**src/rtl/i2s_pkg.sv**
```systemverilog
// Shared types and constants for the I2S slave receiver.
package i2s_pkg;

    typedef enum logic [1:0] {
        ST_IDLE,
        ST_DELAY,
        ST_SHIFT,
        ST_HOLD
    } i2s_rx_state_t;

    localparam int SAMPLE_BITS_DEFAULT = 24;
    localparam int FRAME_BITS          = 2 * SAMPLE_BITS_DEFAULT;

    // LRCK level that marks the left channel.
    localparam logic LEFT_LRCK = 1'b0;

endpackage

```
**src/rtl/i2s_fifo_if.sv**
```systemverilog
// Producer/consumer handshake carrying one stereo pair per transfer.
interface FIFOInterface #(
    parameter int WIDTH = i2s_pkg::FRAME_BITS
);
    logic             enable;
    logic             ready;
    logic [WIDTH-1:0] data;

    modport out (output enable, output data, input ready);
    modport in  (input enable, input data, output ready);
endinterface

```
**src/rtl/i2s_input_sync.sv**
```systemverilog
// Synchronizes one asynchronous I2S pin into clk and produces level plus
// single-cycle rise/fall strobes.
module i2s_input_sync #(
    parameter int SYNC_STAGES = 2
) (
    input  logic clk,
    input  logic reset,
    input  logic pin,
    output logic level,
    output logic rise,
    output logic fall
);

    logic [SYNC_STAGES-1:0] sync;
    logic                   prev;

    always_ff @(posedge clk or posedge reset) begin
        if (reset) begin
            sync <= '0;
            prev <= 1'b0;
        end else begin
            sync[0] <= pin;
            for (int i = 1; i < SYNC_STAGES; i++) begin
                sync[i] <= sync[i-1];
            end
            prev <= sync[SYNC_STAGES-1];
        end
    end

    assign level = sync[SYNC_STAGES-1];
    assign rise  = level & ~prev;
    assign fall  = ~level & prev;

endmodule

```
**src/rtl/i2s_receiver.sv**
```systemverilog
// I2S slave receiver: oversamples BCK/LRCK/SDATA on clk, deserializes
// left/right words and offers each stereo pair on a FIFO producer port.
module i2s_receiver
    import i2s_pkg::*;
#(
    parameter int SAMPLE_BITS = SAMPLE_BITS_DEFAULT,
    parameter int DATA_DELAY  = 1,
    parameter int SYNC_STAGES = 2
) (
    input  logic         clk,
    input  logic         reset,
    input  logic         bck,
    input  logic         lrck,
    input  logic         sdata,
    FIFOInterface.out    samples,
    output logic         overrun,
    output logic         frame_error
);

    localparam int CW  = $clog2(SAMPLE_BITS + 1);
    localparam int DCW = (DATA_DELAY > 1) ? $clog2(DATA_DELAY + 1) : 1;

    logic bck_rise, bck_level_unused, bck_fall_unused;
    logic lrck_level, lrck_rise, lrck_fall;
    logic sd_level, sd_rise_unused, sd_fall_unused;

    i2s_input_sync #(.SYNC_STAGES(SYNC_STAGES)) u_sync_bck (
        .clk(clk), .reset(reset), .pin(bck),
        .level(bck_level_unused), .rise(bck_rise), .fall(bck_fall_unused)
    );

    i2s_input_sync #(.SYNC_STAGES(SYNC_STAGES)) u_sync_lrck (
        .clk(clk), .reset(reset), .pin(lrck),
        .level(lrck_level), .rise(lrck_rise), .fall(lrck_fall)
    );

    i2s_input_sync #(.SYNC_STAGES(SYNC_STAGES)) u_sync_sdata (
        .clk(clk), .reset(reset), .pin(sdata),
        .level(sd_level), .rise(sd_rise_unused), .fall(sd_fall_unused)
    );

    i2s_rx_state_t          state;
    logic                   ch;
    logic [CW-1:0]          bit_cnt;
    logic [DCW-1:0]         dly_cnt;
    logic                   lr_pend;
    logic [SAMPLE_BITS-1:0] left_sr;
    logic [SAMPLE_BITS-1:0] right_sr;

    logic          boundary;
    logic          start;
    logic          start_ch;
    logic          frame_bad;
    logic          capture;
    logic          cap_ch;
    logic [CW-1:0] cnt_base;
    logic          last_bit;
    logic          pair_now;

    // LRCK edges are held until the next BCK rise, which decides the boundary.
    always_ff @(posedge clk or posedge reset) begin
        if (reset) begin
            lr_pend <= 1'b0;
        end else if (bck_rise) begin
            lr_pend <= 1'b0;
        end else if (lrck_rise || lrck_fall) begin
            lr_pend <= 1'b1;
        end
    end

    assign boundary = bck_rise & (lr_pend | lrck_rise | lrck_fall);

    always_comb begin
        start    = 1'b0;
        start_ch = ch;
        if (boundary) begin
            case (state)
                ST_IDLE: begin
                    if (lrck_level == LEFT_LRCK) begin
                        start    = 1'b1;
                        start_ch = LEFT_LRCK;
                    end
                end
                ST_HOLD: begin
                    if (lrck_level != ch) begin
                        start    = 1'b1;
                        start_ch = lrck_level;
                    end
                end
                default: ;
            endcase
        end
        frame_bad = boundary && (state == ST_DELAY || state == ST_SHIFT ||
                                 (state == ST_HOLD && !start));
        capture   = (bck_rise && state == ST_SHIFT && !boundary) ||
                    (start && DATA_DELAY == 0);
        cap_ch    = start ? start_ch : ch;
        cnt_base  = start ? '0 : bit_cnt;
        last_bit  = capture && (cnt_base == CW'(SAMPLE_BITS - 1));
        pair_now  = last_bit && (cap_ch != LEFT_LRCK);
    end

    always_ff @(posedge clk or posedge reset) begin
        if (reset) begin
            state       <= ST_IDLE;
            ch          <= LEFT_LRCK;
            bit_cnt     <= '0;
            dly_cnt     <= '0;
            frame_error <= 1'b0;
        end else begin
            frame_error <= frame_bad;
            if (frame_bad) begin
                state <= ST_IDLE;
            end else if (start) begin
                ch      <= start_ch;
                bit_cnt <= capture ? CW'(1) : '0;
                if (DATA_DELAY == 0) begin
                    state <= last_bit ? ST_HOLD : ST_SHIFT;
                end else if (DATA_DELAY == 1) begin
                    state <= ST_SHIFT;
                end else begin
                    state   <= ST_DELAY;
                    dly_cnt <= DCW'(1);
                end
            end else if (bck_rise) begin
                case (state)
                    ST_DELAY: begin
                        if (dly_cnt == DCW'(DATA_DELAY - 1)) begin
                            state <= ST_SHIFT;
                        end else begin
                            dly_cnt <= dly_cnt + 1'b1;
                        end
                    end
                    ST_SHIFT: begin
                        bit_cnt <= bit_cnt + 1'b1;
                        if (last_bit) begin
                            state <= ST_HOLD;
                        end
                    end
                    default: ;
                endcase
            end
        end
    end

    // Channel shift registers; stale contents are always overwritten by a full word.
    always_ff @(posedge clk) begin
        if (capture) begin
            if (cap_ch == LEFT_LRCK) begin
                left_sr <= {left_sr[SAMPLE_BITS-2:0], sd_level};
            end else begin
                right_sr <= {right_sr[SAMPLE_BITS-2:0], sd_level};
            end
        end
    end

    always_ff @(posedge clk or posedge reset) begin
        if (reset) begin
            samples.enable <= 1'b0;
            samples.data   <= '0;
            overrun        <= 1'b0;
        end else begin
            overrun <= 1'b0;
            if (pair_now) begin
                if (!samples.enable || samples.ready) begin
                    samples.data   <= {left_sr, right_sr[SAMPLE_BITS-2:0], sd_level};
                    samples.enable <= 1'b1;
                end else begin
                    overrun <= 1'b1;
                end
            end else if (samples.enable && samples.ready) begin
                samples.enable <= 1'b0;
            end
        end
    end

endmodule

```
**src/flat_wrapper.sv**
```systemverilog
// flat-port wrapper written by rule: the top's interface ports become plain ports
module i2s_receiver_flat import i2s_pkg::*;
#(
    parameter int SAMPLE_BITS = SAMPLE_BITS_DEFAULT,
    parameter int DATA_DELAY  = 1,
    parameter int SYNC_STAGES = 2
)
  (clk, reset, bck, lrck, sdata, overrun, frame_error, samples_enable, samples_data, samples_ready);
  FIFOInterface #(.WIDTH(48)) samples_i ();
  input  logic clk;
  input  logic reset;
  input  logic bck;
  input  logic lrck;
  input  logic sdata;
  output logic overrun;
  output logic frame_error;
  output wire logic [$bits(samples_i.enable)-1:0] samples_enable;
  output wire logic [$bits(samples_i.data)-1:0] samples_data;
  input wire logic [$bits(samples_i.ready)-1:0] samples_ready;
  assign samples_enable = samples_i.enable;
  assign samples_data = samples_i.data;
  assign samples_i.ready = samples_ready;
  i2s_receiver #(.SAMPLE_BITS(SAMPLE_BITS), .DATA_DELAY(DATA_DELAY), .SYNC_STAGES(SYNC_STAGES)) u_core (.clk(clk), .reset(reset), .bck(bck), .lrck(lrck), .sdata(sdata), .samples(samples_i), .overrun(overrun), .frame_error(frame_error));
endmodule
```
**config.mk**
```make
export PLATFORM = sky130hd
export DESIGN_NAME = i2s_receiver_flat
export DESIGN_NICKNAME = d
export VERILOG_FILES = /design/src/rtl/i2s_pkg.sv /design/src/rtl/i2s_fifo_if.sv /design/src/rtl/i2s_input_sync.sv /design/src/rtl/i2s_receiver.sv /design/src/flat_wrapper.sv
export SDC_FILE = /design/constraint.sdc
export NUM_CORES = 1
export LEC_CHECK = 0
export ABC_CLOCK_PERIOD_IN_PS = 3300
export CAP_MARGIN = 10
export CORE_ASPECT_RATIO = 0.8
export CORE_MARGIN = 1.5
export CORE_UTILIZATION = 45
export DETAILED_ROUTE_END_ITERATION = 8
export PLACE_DENSITY = 0.68
export SLEW_MARGIN = 5
export SYNTH_ARGS = -nofsm -noshare
export SYNTH_HDL_FRONTEND = slang
export SYNTH_SLANG_ARGS = --single-unit
```
**constraint.sdc**
```tcl
create_clock -name clk -period 3.3 [get_ports clk]
set_input_delay 0.33 -clock clk [delete_from_list [all_inputs] [get_ports clk]]
set_output_delay 0.33 -clock clk [all_outputs]
set_load 0.01 [all_outputs]
```
After elaboration in Yosys (flattened, before gate mapping)
Cells that the tools add are included.
- ROM bits: 0
- bits in writable memories: 0
- bits in latches: 0
- memories: 0
- flip-flop bits (word level): 116
- output and inout port bits: 51
- word-level logic and storage cells: 94
- magnitude comparators: 0
- multiplexer cells: 28
- $add $sub $neg: 2
- reductions and logical operators: 28
- multipliers: 0
- shift operators: 0
- equal/unequal tests: 8
- div/mod/pow operators: 0
- bitwise logic cells: 12
- operators by type and width (kind ; number):
    two-way mux 5 bit ; 4
    two-way mux 1 bit ; 16
    two-way mux 2 bit ; 5
    AND reduction 2 bit ; 4
    AND reduction 4 bit ; 2
    nonzero test 2 bit ; 4
    logical AND 1 bit ; 7
    inverter 1 bit ; 6
    adder 5 x 1 -> 5 bit (second input constant) ; 1
    equality test 5 bit (second input constant) ; 1
    AND 1 bit ; 4
    equality test 2 bit (second input constant) ; 2
    logical OR 1 bit ; 4
    inequality test 4 x 1 -> 1 bit (second input constant) ; 1
    inequality test 4 bit (second input constant) ; 1
    one-hot mux 1 bit (2 select lines) ; 2
    one-hot mux 2 bit (2 select lines) ; 1
    nonzero test 4 bit ; 1
    zero test 1 bit ; 3
    AND reduction 3 bit ; 1
    nonzero test 3 bit ; 1
    equality test 2 x 1 -> 1 bit (second input constant) ; 1
    zero test 2 bit ; 1
    inequality test 2 bit (second input constant) ; 1
    other kinds (3) ; 4

Logic depth before layout (Yosys ltp)
Gate-level depths: netlist of run 1.
- depth after elaboration: 14
- mapped depth: 9
- depth with buffers taken out: 7

Modules after synthesis
A second synthesis of run 1 with hierarchy kept.
- cells, all modules: 241
- area, all modules: 4321.6 um^2
- modules (own cells, without submodules) (module ; cells an instance ; area each (um^2) ; times used):
    i2s_receiver ; 223 ; 4040.1 ; 1
    i2s_input_sync ; 6 ; 93.8 ; 3

Worst setup path after synthesis of run 1
OpenSTA, ideal clock, no wires.
- path kind: register to register
- start: reg u_core.ch
- end: reg u_core.samples.data[24]
- stages on the path, launching flop included: 10
- data arrival time: 2.421 ns
- path buffers: 2
- slack: 0.751 ns
- cell sequence: dfrtp_1 inv_1 ha_1 nand2b_1 a2111oi_4 mux2i_1 nor3b_2 buf_4 buf_6 mux2_1
- longest elaborated chain between the ends: 9
- RTL lines (what ; line ; text):
    start, declared ; i2s_receiver.sv:43 ; logic ch;
    start signal, assigned ; i2s_receiver.sv:115 ; ch <= start_ch;
    inequality test 1 bit ; i2s_receiver.sv:85 ; if (lrck_level != ch) begin
    two-way mux 1 bit ; i2s_receiver.sv:85 ;
    one-hot mux 1 bit (2 select lines) ; i2s_receiver.sv:77 ; case (state)
    two-way mux 1 bit ; i2s_receiver.sv:76 ; if (boundary) begin
    two-way mux 5 bit ; i2s_receiver.sv:98 ; cnt_base = start ? '0 : bit_cnt;
    equality test 5 bit ; i2s_receiver.sv:99 ; last_bit = capture && (cnt_base == CW'(SAMPLE_BITS - 1));
    logical AND 1 bit ; i2s_receiver.sv:99 ;
    logical AND 1 bit * ; i2s_receiver.sv:100 ; pair_now = last_bit && (cap_ch != LEFT_LRCK);
    AND reduction 2 bit (no line) * ; - ;
    end signal, assigned ; i2s_receiver.sv:166 ; samples.data <= {left_sr, right_sr[SAMPLE_BITS-2:0], sd_level};
    end, declared ; i2s_fifo_if.sv:9 ; modport out (output enable, output data, input ready);
Mark *: on every way between the ends. The rest lies on a longest branch, timed or not.
A chain may end at the register's enable or synchronous reset.

Final worst setup path of run 1
- start: reg u_core.ch
- end: reg u_core.samples.data[20]
Same word-level chain as after synthesis.

==> results of run 1 <==
## worst max-delay path, stage by stage, from the launching register on
cell and delay, ns:
dfrtp_1 0.40, inv_1 0.08, ha_1 0.31, nand2b_1 0.18
a2111oi_4 0.55, mux2i_1 0.24, nor3b_4 0.24, buf_4 0.38
mux2_2 0.39
## cells in the mapped netlist (all sizes together)
cell,n
dfrtp,68
mux2,48
edfxtp,47
ha,9
inv,8
nand2,8
nand2b,6
nor2,6
buf,5
o21ai,5
a21oi,4
and2,2
nand3,2
nor3,2
or3,2
xor2,2
a2111oi,1
a31oi,1
and3,1
mux2i,1
nand4,1
nor2b,1
nor3b,1
o211a,1
o211ai,1
o21ba,1
or2,1
xnor2,1
## metal layers
layer  part of all wire, %  vias up  wire length, µm
li1                      -     1007                -
met4                  0.99        0               67
met1                    47     1100             3190
met5                     0        -                0
met2                    45       59             3030
met3                   7.3        7              499
## per-stage QoR
| step | cell area, µm² | hold WS (ns) | setup slack [ns] |
|---|---|---|---|
| after floorplan | 4150 | 0.331 | 0.751 |
| after global placement | 4870 | 0.333 | 0.494 |
| after detailed placement | 4870 | 0.336 | 0.396 |
| after CTS | 5470 | 0.309 | 0.377 |
| after global routing | 5470 | 0.345 | 0.193 |
| final | 5470 | 0.306 | 0.390 |
## worst max path at each step
stage,from,slack (ns),depth (start not counted),to
2_1_floorplan,u_core.ch,0.75,9,u_core.samples.data[24]
6_report,u_core.ch,0.39,8,u_core.samples.data[20]
3_3_place_gp,u_core.ch,0.49,8,u_core.samples.data[1]
4_1_cts,u_core.ch,0.38,8,u_core.samples.data[20]
3_5_place_dp,u_core.ch,0.40,8,u_core.samples.data[11]
5_1_grt,u_core.ch,0.19,8,u_core.samples.data[20]
## area by class of cell
type	count	area [µm²]
Sequential cell	115	3110
Multi-Input combinational cell	108	975
Tap cell	115	144
Fill cell	691	3530
Inverter	8	30.0
Clock inverter	14	163
Clock buffer	18	429
Timing Repair Buffer	63	613
## sequential cells by signal, summed over array words and instances, names as in the netlist
register / flops
u_core.frame_error: 1
u_core.u_sync_bck.sync: 2
u_core.state: 2
u_core.lr_pend: 1
u_core.samples.data: 48
u_core.bit_cnt: 5
u_core.ch: 1
u_core.left_sr: 24
u_core.u_sync_sdata.sync: 2
u_core.u_sync_lrck.sync: 2
u_core.u_sync_lrck.prev: 1
u_core.samples.enable: 1
u_core.overrun: 1
u_core.u_sync_bck.prev: 1
u_core.right_sr: 23
## power by group
| group | internal, mW | switching (mW) | total [mW] |
|---|---|---|---|
| combinational | 0.0843 | 0.123 | 0.207 |
| sequential | 1.53 | 0.0356 | 1.57 |
| clock | 1.18 | 0.622 | 1.80 |
## kinds of logic after synthesis
logic type	synth area share [%]
flops	75.0
compound gates	2.56
mux	13.3
buf+inv	1.69
xor+xnor	0.633
simple gates	4.16
fa+ha+maj	2.71
==> results.md, run 1 <==
- Die area: 9810 µm²
- Setup bufs post-CTS: 0
- Sequential share of the synthesized area: 75.0%
- Nets@finish: 328
- Initial Util: 46.1%
- Mapped Area: 4150 µm²
- Row cnt: 31
- Commonest non-fill, non-tap cell in the layout: dfrtp_1
- Largest net degree at the start of global routing: 44
- Area Overhead vs Synth: 31.7%
- Slew Limit Fails: 0
- Drt drc: 0
- Cell variety after synth: 31
- Port buffer count: 56
- Vias in the first global route: 2,249
- Wirelength, routed: 6790 µm
- Grt met3 use: 8.16%
- Synth area leaders: dfrtp_1, edfxtp_1, mux2_2
- CTS clk-pin slew, worst paths: 0.05 ns
- Type of origin of the critical path: flip-flop
- Setup TNS: 0 ns
- Mean area per synthesized cell: 17.6 µm²
- Die height: 88.9 µm
- R2r setup slk: 0.39 ns
- Mapped Nets: 251
- Max Cap Violations: 0
- Core Footprint: 9000 µm²
- I/O pins: 57
- Setup violations, final: 0
- Grt met1 use: 20.9%
- Share of the synthesized area in the top cell type: 41.0%
- Pleak: 2.36 nW
- Seq cells post-synth: 115
- Post-route minimum period: 2.91 ns
- Commonest cells after routing, fill and taps aside: dfrtp_1, clkdlybuf4s50_1, edfxtp_1, mux2_2, mux2_1
- Crit path kind: flip-flop to flip-flop
- Share of cells above drive strength 1: 21.8%
- Cts hold-fix bufs: 0
- Overflow after GRT: 0
- Hold Violations, Final: 0
- TritonCTS clock tree: yes
- Worst-Skew Late Latency: 0.40 ns
- Power consumption: 3.58 mW
- Fmax: 344 MHz
- H-tree Lvls: 4
- Wire length per cell: 15.4 µm
- Starting DRT DRC Count: 78
- DRT antenna net count: 0
- Finished Layout Cells: 441
- Global-route usage over all layers: 15.8%
- Worst slew pin tran: 0.562 ns
- Critical Path AT: 3.19 ns
- Synthesis Warnings: 0
- Pwr Density: 655 nW/µm²
- Gp weighted congestion: 0.823
- Fin Clk Skew: 0.00577 ns
- Vias: 2,173
- Period utilization: 88.2%
- Antenna cells: 0
- Initial antenna violation count: 0
- GR peak layer: met2
- First-pass GRT wire length: 11,200 µm
- Hpwl dp: 4150 µm
- Hold Path Class: input pin to asynchronous set/reset pin
- Met2 GRT Util: 22.3%
- Root Buffer: clkbuf_16
- Clock sink count: 115
- Die Wd: 110 µm
- Reg2reg path depth: 8
- Vias/cell: 4.93
- Detailed Routing Iterations Pass 1: 4
- Outcome: complete, no violations
- Cells after DPL: 409
- CP Capture Type: flip-flop
- Post-cts resize count: 0
- Clock buffer depth: 2
- Worst Path Max Fanout: 28
- Synth Instances: 236
- Critical path data required time: 3.58 ns
- R2r startpoint: u_core.ch
- RSZ-0062 raised after global routing: false
- Reg2reg end: u_core.samples.data[20]
- CTS buffer count: 17
- Slew margin rel.: 62.5%
- Cell taking the most area after synthesis: dfrtp_1
- Final Util: 60.7%
- Peak VDD IR: 0.417 mV
No activity file was read; power rests on OpenSTA's default activity.
==> run 2, diff against run 1 <==
--- a/config.mk
+++ b/config.mk
@@ -7,11 +7,13 @@
 export LEC_CHECK = 0
 export ABC_CLOCK_PERIOD_IN_PS = 3300
 export CAP_MARGIN = 10
+export CELL_PAD_IN_SITES_DETAIL_PLACEMENT = 1
+export CELL_PAD_IN_SITES_GLOBAL_PLACEMENT = 2
 export CORE_ASPECT_RATIO = 0.8
 export CORE_MARGIN = 1.5
-export CORE_UTILIZATION = 45
+export CORE_UTILIZATION = 40
 export DETAILED_ROUTE_END_ITERATION = 8
-export PLACE_DENSITY = 0.68
+export PLACE_DENSITY_LB_ADDON = 0.1
 export SLEW_MARGIN = 5
 export SYNTH_ARGS = -nofsm -noshare
 export SYNTH_HDL_FRONTEND = slang
==> run 2 against run 1 <==
Net effect:
- clock skew grew 0.0012 ns
- non-clock buffer count shrank 2
- via count shrank 1.4%
- routed wire length grew 7.2%
- design area shrank 0.50%
- critical path depth shrank 1
- combinational power is essentially flat
- global-route usage shrank 0.30 points
- maximum frequency is essentially flat
==> results.md, run 2 (synthesis gave the netlist of run 1 again) <==
- Outcome: complete, no violations
- Drt drc: 0
- Core Footprint: 10,200 µm²
- Design Area, Final: 5440 µm²
- Largest net degree at the start of global routing: 69
- Cts hold-fix bufs: 0
- Vias in the first global route: 2,323
- Wire length per cell: 15.7 µm
- Share of cells above drive strength 1: 20.7%
- CTS buffer count: 17
- Vias: 2,142
- Worst-Skew Late Latency: 0.41 ns
- Worst Hold Depth: 0
- Commonest cells after routing, fill and taps aside: dfrtp_1, clkdlybuf4s50_1, edfxtp_1, mux2_2, mux2_1
- Root Buffer: clkbuf_16
- Max FFs per register: 48
- Initial antenna violation count: 0
- Hold_ws: 0.346 ns
- RSZ-0062 raised after global routing: false
- Starting DRT DRC Count: 104
- R2r startpoint: u_core.u_sync_lrck.sync[1]
- CP Capture Type: flip-flop
- Hpwl dp: 4550 µm
- Clock sink count: 115
- Nets@finish: 326
- Commonest non-fill, non-tap cell in the layout: dfrtp_1
- Gp weighted congestion: 0.710
- Reg2reg path depth: 7
- Setup violations, final: 0
- Slew margin rel.: 41.8%
- Detailed Routing Iterations Pass 1: 4
- R2r setup slk: 0.39 ns
- Fmax: 344 MHz
- Critical path data required time: 3.59 ns
- I/O pins: 57
- Vias/cell: 4.62
- Pleak: 2.33 nW
- Overflow after GRT: 0
- Port buffer count: 56
- Peak VDD IR: 0.365 mV
- Antenna cells: 0
- Critical Path Source: u_core.u_sync_lrck.sync[1]
- Pwr Density: 625 nW/µm²
- Critical Path AT: 3.20 ns
- Crit path kind: flip-flop to flip-flop
- Reg2reg end: u_core.samples.data[3]
- Die Wd: 117 µm
- Max Cap Violations: 0
- Type of origin of the critical path: flip-flop
- Largest regs: u_core.samples.data (48), u_core.left_sr (24), u_core.right_sr (23)
- Setup TNS: 0 ns
- DRT antenna net count: 0
- WHS Endpoint: u_core.u_sync_lrck.sync[1]
- Hold Path Class: flip-flop to flip-flop
- Setup bufs post-CTS: 0
- Clock buffer depth: 2
- Fin Clk Skew: 0.00696 ns
- Worst Path Max Fanout: 48
- Wirelength, routed: 7280 µm
- H-tree Lvls: 4
- Hold Violations, Final: 0
- Hold wc startpoint: u_core.u_sync_lrck.sync[0]
- Post-route minimum period: 2.91 ns
- Area Overhead vs Synth: 31.0%
- Post-cts resize count: 0
- Initial Util: 40.9%
- Reg with most FFs: u_core.samples.data
- Period utilization: 88.1%
- Global-route usage over all layers: 15.5%
- First-pass GRT wire length: 12,200 µm
- CTS clk-pin slew, worst paths: 0.05 ns
- Slew Limit Fails: 0
- DP Area: 4900 µm²
- Row cnt: 33
- TritonCTS clock tree: yes
- Die area: 11,000 µm²
- Die height: 94.1 µm
- Worst slew pin tran: 0.873 ns
[run 2: worst max path at each step]
stage	endpoint	slack, ns
CTS	u_core.samples.data[3]	0.36
finish	u_core.samples.data[3]	0.39
global placement	u_core.samples.data[2]	0.48
global route	u_core.samples.data[9]	0.25
floorplan	u_core.samples.data[24]	0.75
detailed placement	u_core.samples.data[3]	0.38
[run 2: power breakdown]
part / switching, mW / internal (mW) / total, mW
registers: 0.0366 / 1.53 / 1.57
logic: 0.125 / 0.0844 / 0.210
clock network: 0.605 / 1.01 / 1.62
[run 2: critical path, stage by stage, from the launching register on]
cell and delay, ns:
dfrtp_1 0.46, ha_1 0.32, nand2b_1 0.18, a2111oi_4 0.59, mux2i_1 0.26, nor3b_4 0.28, buf_12 0.30, mux2_2 0.38
[run 2: metrics by stage]
stage / setup WS (ns) / total power [mW] / util, % / instances
3_5_place_dp: 0.377 / 1.81 / 48.3 / 432
2_1_floorplan: 0.751 / 1.74 / - / 236
5_1_grt: 0.250 / 3.54 / 53.5 / 464
4_1_cts: 0.362 / 3.44 / 53.5 / 464
3_3_place_gp: 0.479 / 1.80 / 48.3 / 432
6_report: 0.391 / 3.40 / 53.5 / 464
[run 2: final cells by class]
type                            count  area [µm²]
Fill cell                         981        4720
Sequential cell                   115        3110
Multi-Input combinational cell    108         975
Timing Repair Buffer               61         611
Clock buffer                       23         478
Tap cell                          140         175
Clock inverter                      9        57.6
Inverter                            8        30.0
[run 2: metal layers]
metal | vias to the layer above | track usage (%) | share of wire (%)
li1 | 994 | - | -
met1 | 1092 | 19.8 | 46
met2 | 44 | 22.4 | 47
met3 | 12 | 7.16 | 5.2
met4 | 0 | 7.53 | 1.7
met5 | - | 0 | 0
==> run 3, diff against run 2 <==
==> constraint.sdc (replaced) <==
create_clock -name clk -period 3.3 [get_ports clk]
set_input_delay 0.495 -clock clk [delete_from_list [all_inputs] [get_ports clk]]
set_output_delay 0.495 -clock clk [all_outputs]
set_load 0.01 [all_outputs]
==> run 3 against run 2 <==
Net effect:
- first-iteration DRC count rose by 0.96%
- maximum frequency rose by 2.1%
- sequential power barely moved
- total power rose by 7.6%
- cell count did not move
- routed wire length rose by 1.2%
- clock skew rose by 0.0019 ns
- global-route usage rose by 0.17 points
- clock-buffer cell count fell by 5
- critical path type unchanged
- highest routed layer unchanged
==> results.md, run 3 (synthesis gave the netlist of run 1 again) <==
- Finished Layout Cells: 464
- Initial Util: 40.9%
- RSZ-0062 raised after global routing: false
- Storage cell area: 3110 µm²
- Worst Hold Depth: 0
- DP Area: 4920 µm²
- Initial antenna violation count: 0
- Starting DRT DRC Count: 105
- Power consumption: 3.66 mW
- Vias in the first global route: 2,359
- TritonCTS clock tree: yes
- Reg2reg end: u_core.samples.data[45]
- Multi-input gate area: 975 µm²
- Row cnt: 33
- Detailed Routing Iterations Pass 1: 4
- Cells after DPL: 432
- Peak VDD IR: 0.350 mV
- Max Cap Violations: 0
- Met2 routed WL: 3510 µm
- Slew Limit Fails: 0
- Vias: 2,163
- Max FFs per register: 48
- Area Overhead vs Synth: 33.2%
- Core Footprint: 10,200 µm²
- Post-cts resize count: 0
- Clock buffer depth: 2
- R2r startpoint: u_core.u_sync_lrck.sync[1]
- H-tree Lvls: 4
- Global-route usage over all layers: 15.7%
- Post-route minimum period: 2.85 ns
- Outcome: complete, no violations
- Fin Clk Skew: 0.00891 ns
- WHS Endpoint: u_core.u_sync_lrck.sync[1]
- CP max stage cell: a2111oi_4
- Worst slew pin tran: 0.755 ns
- Clock sink count: 115
- Fillers: 964
- DR top layer: met4
- Vias/cell: 4.66
- Reg with most FFs: u_core.samples.data
- Gp weighted congestion: 0.719
- Worst Path Max Fanout: 48
- Worst Slack Setup Final: 0.452 ns
- Metal-1 WL: 3400 µm
- Hold wc startpoint: u_core.u_sync_lrck.sync[0]
- Critical path data required time: 3.59 ns
- Die Wd: 117 µm
- Hpwl dp: 4450 µm
- Antenna cells: 0
- Largest regs: u_core.samples.data (48), u_core.left_sr (24), u_core.right_sr (23)
- Drt drc: 0
- CP Capture Type: flip-flop
- Design Area, Final: 5530 µm²
- Fmax: 351 MHz
- Met3 Wirelength: 338 µm
- Die height: 94.1 µm
- Period utilization: 86.3%
- DRT antenna net count: 0
- Worst-Skew Late Latency: 0.41 ns
- Setup bufs post-CTS: 0
- Setup TNS: 0 ns
- Hold_ws: 0.346 ns
- Critical Path AT: 3.14 ns
- CTS buffer count: 17
- Setup violations, final: 0
- Pwr Density: 661 nW/µm²
- Max incr delay on CP: 0.55 ns
- Crit path kind: flip-flop to flip-flop
- Wirelength, routed: 7370 µm
- Type of origin of the critical path: flip-flop
- CTS clk-pin slew, worst paths: 0.06 ns
- Cts hold-fix bufs: 0
- Largest net degree at the start of global routing: 49
- Wire length per cell: 15.9 µm
- I/O pins: 57
- Commonest cells after routing, fill and taps aside: dfrtp_1, clkdlybuf4s50_1, edfxtp_1, mux2_2, mux2_1
- Share of cells above drive strength 1: 21.3%
- Commonest non-fill, non-tap cell in the layout: dfrtp_1
- Pleak: 2.36 nW
- Hold Violations, Final: 0
- Nets@finish: 326
- Overflow after GRT: 0
- First-pass GRT wire length: 12,300 µm
- Reg2reg path depth: 7
- R2r setup slk: 0.45 ns
- Final Util: 54.4%
- Port buffer count: 56
- CP Cell Sequence: ha_1, nand2b_1, a2111oi_4, mux2i_1, nor3b_4, buf_12, mux2_2
- Slew margin rel.: 49.6%
- Hold Path Class: flip-flop to flip-flop
- Root Buffer: clkbuf_16
- Setup WS pre-CTS: 0.414 ns
- Die area: 11,000 µm²
run 3: cell types whose count changed in the layout (fill, tap and decap cells not counted), sizes merged:
cell / before / now
clkinv: 7 / 2
clkbuf: 23 / 18
inv: 8 / 12
bufinv: 0 / 3
clkinvlp: 2 / 5
run 3: critical path, delay by kind of cell (launching register included):
family	cells	cell delay [ns]
adder cells (fa/ha/maj)	1	0.33
flip-flops	1	0.46
buffers and inverters	1	0.30
multiplexers	2	0.62
AO/OA/AOI/OAI	1	0.55
AND/OR/NAND/NOR	2	0.47
run 3: routing by layer:
metal / up-vias / global-route usage (%)
met5: - / 0
met4: 0 / 7.53
met3: 11 / 6.45
met2: 40 / 22.9
met1: 1111 / 20.3
li1: 1001 / -
run 3: worst max path at each step:
| stage | from | endpoint |
|---|---|---|
| after floorplan | u_core.ch | u_core.samples.data[24] |
| after global placement | u_core.u_sync_lrck.sync[1] | u_core.samples.data[15] |
| after detailed placement | u_core.u_sync_lrck.sync[1] | u_core.samples.data[23] |
| after CTS | u_core.u_sync_lrck.sync[1] | u_core.samples.data[44] |
| after global routing | u_core.u_sync_lrck.sync[1] | u_core.samples.data[44] |
| final | u_core.u_sync_lrck.sync[1] | u_core.samples.data[45] |
run 3: where the power goes:
part | internal (mW) | leakage (nW) | switching (mW)
sequential | 1.53 | 1.35 | 0.0354
clock | 1.21 | 0.284 | 0.664
combinational | 0.0855 | 0.727 | 0.125
total | 2.83 | 2.36 | 0.824
run 3: layout make-up:
type,instances,area share (%)
Sequential cell,115,56.3
Multi-Input combinational cell,108,17.6
Timing Repair Buffer,61,11.3
Clock buffer,18,7.94
Clock inverter,14,3.17
Tap cell,140,3.17
Inverter,8,0.543
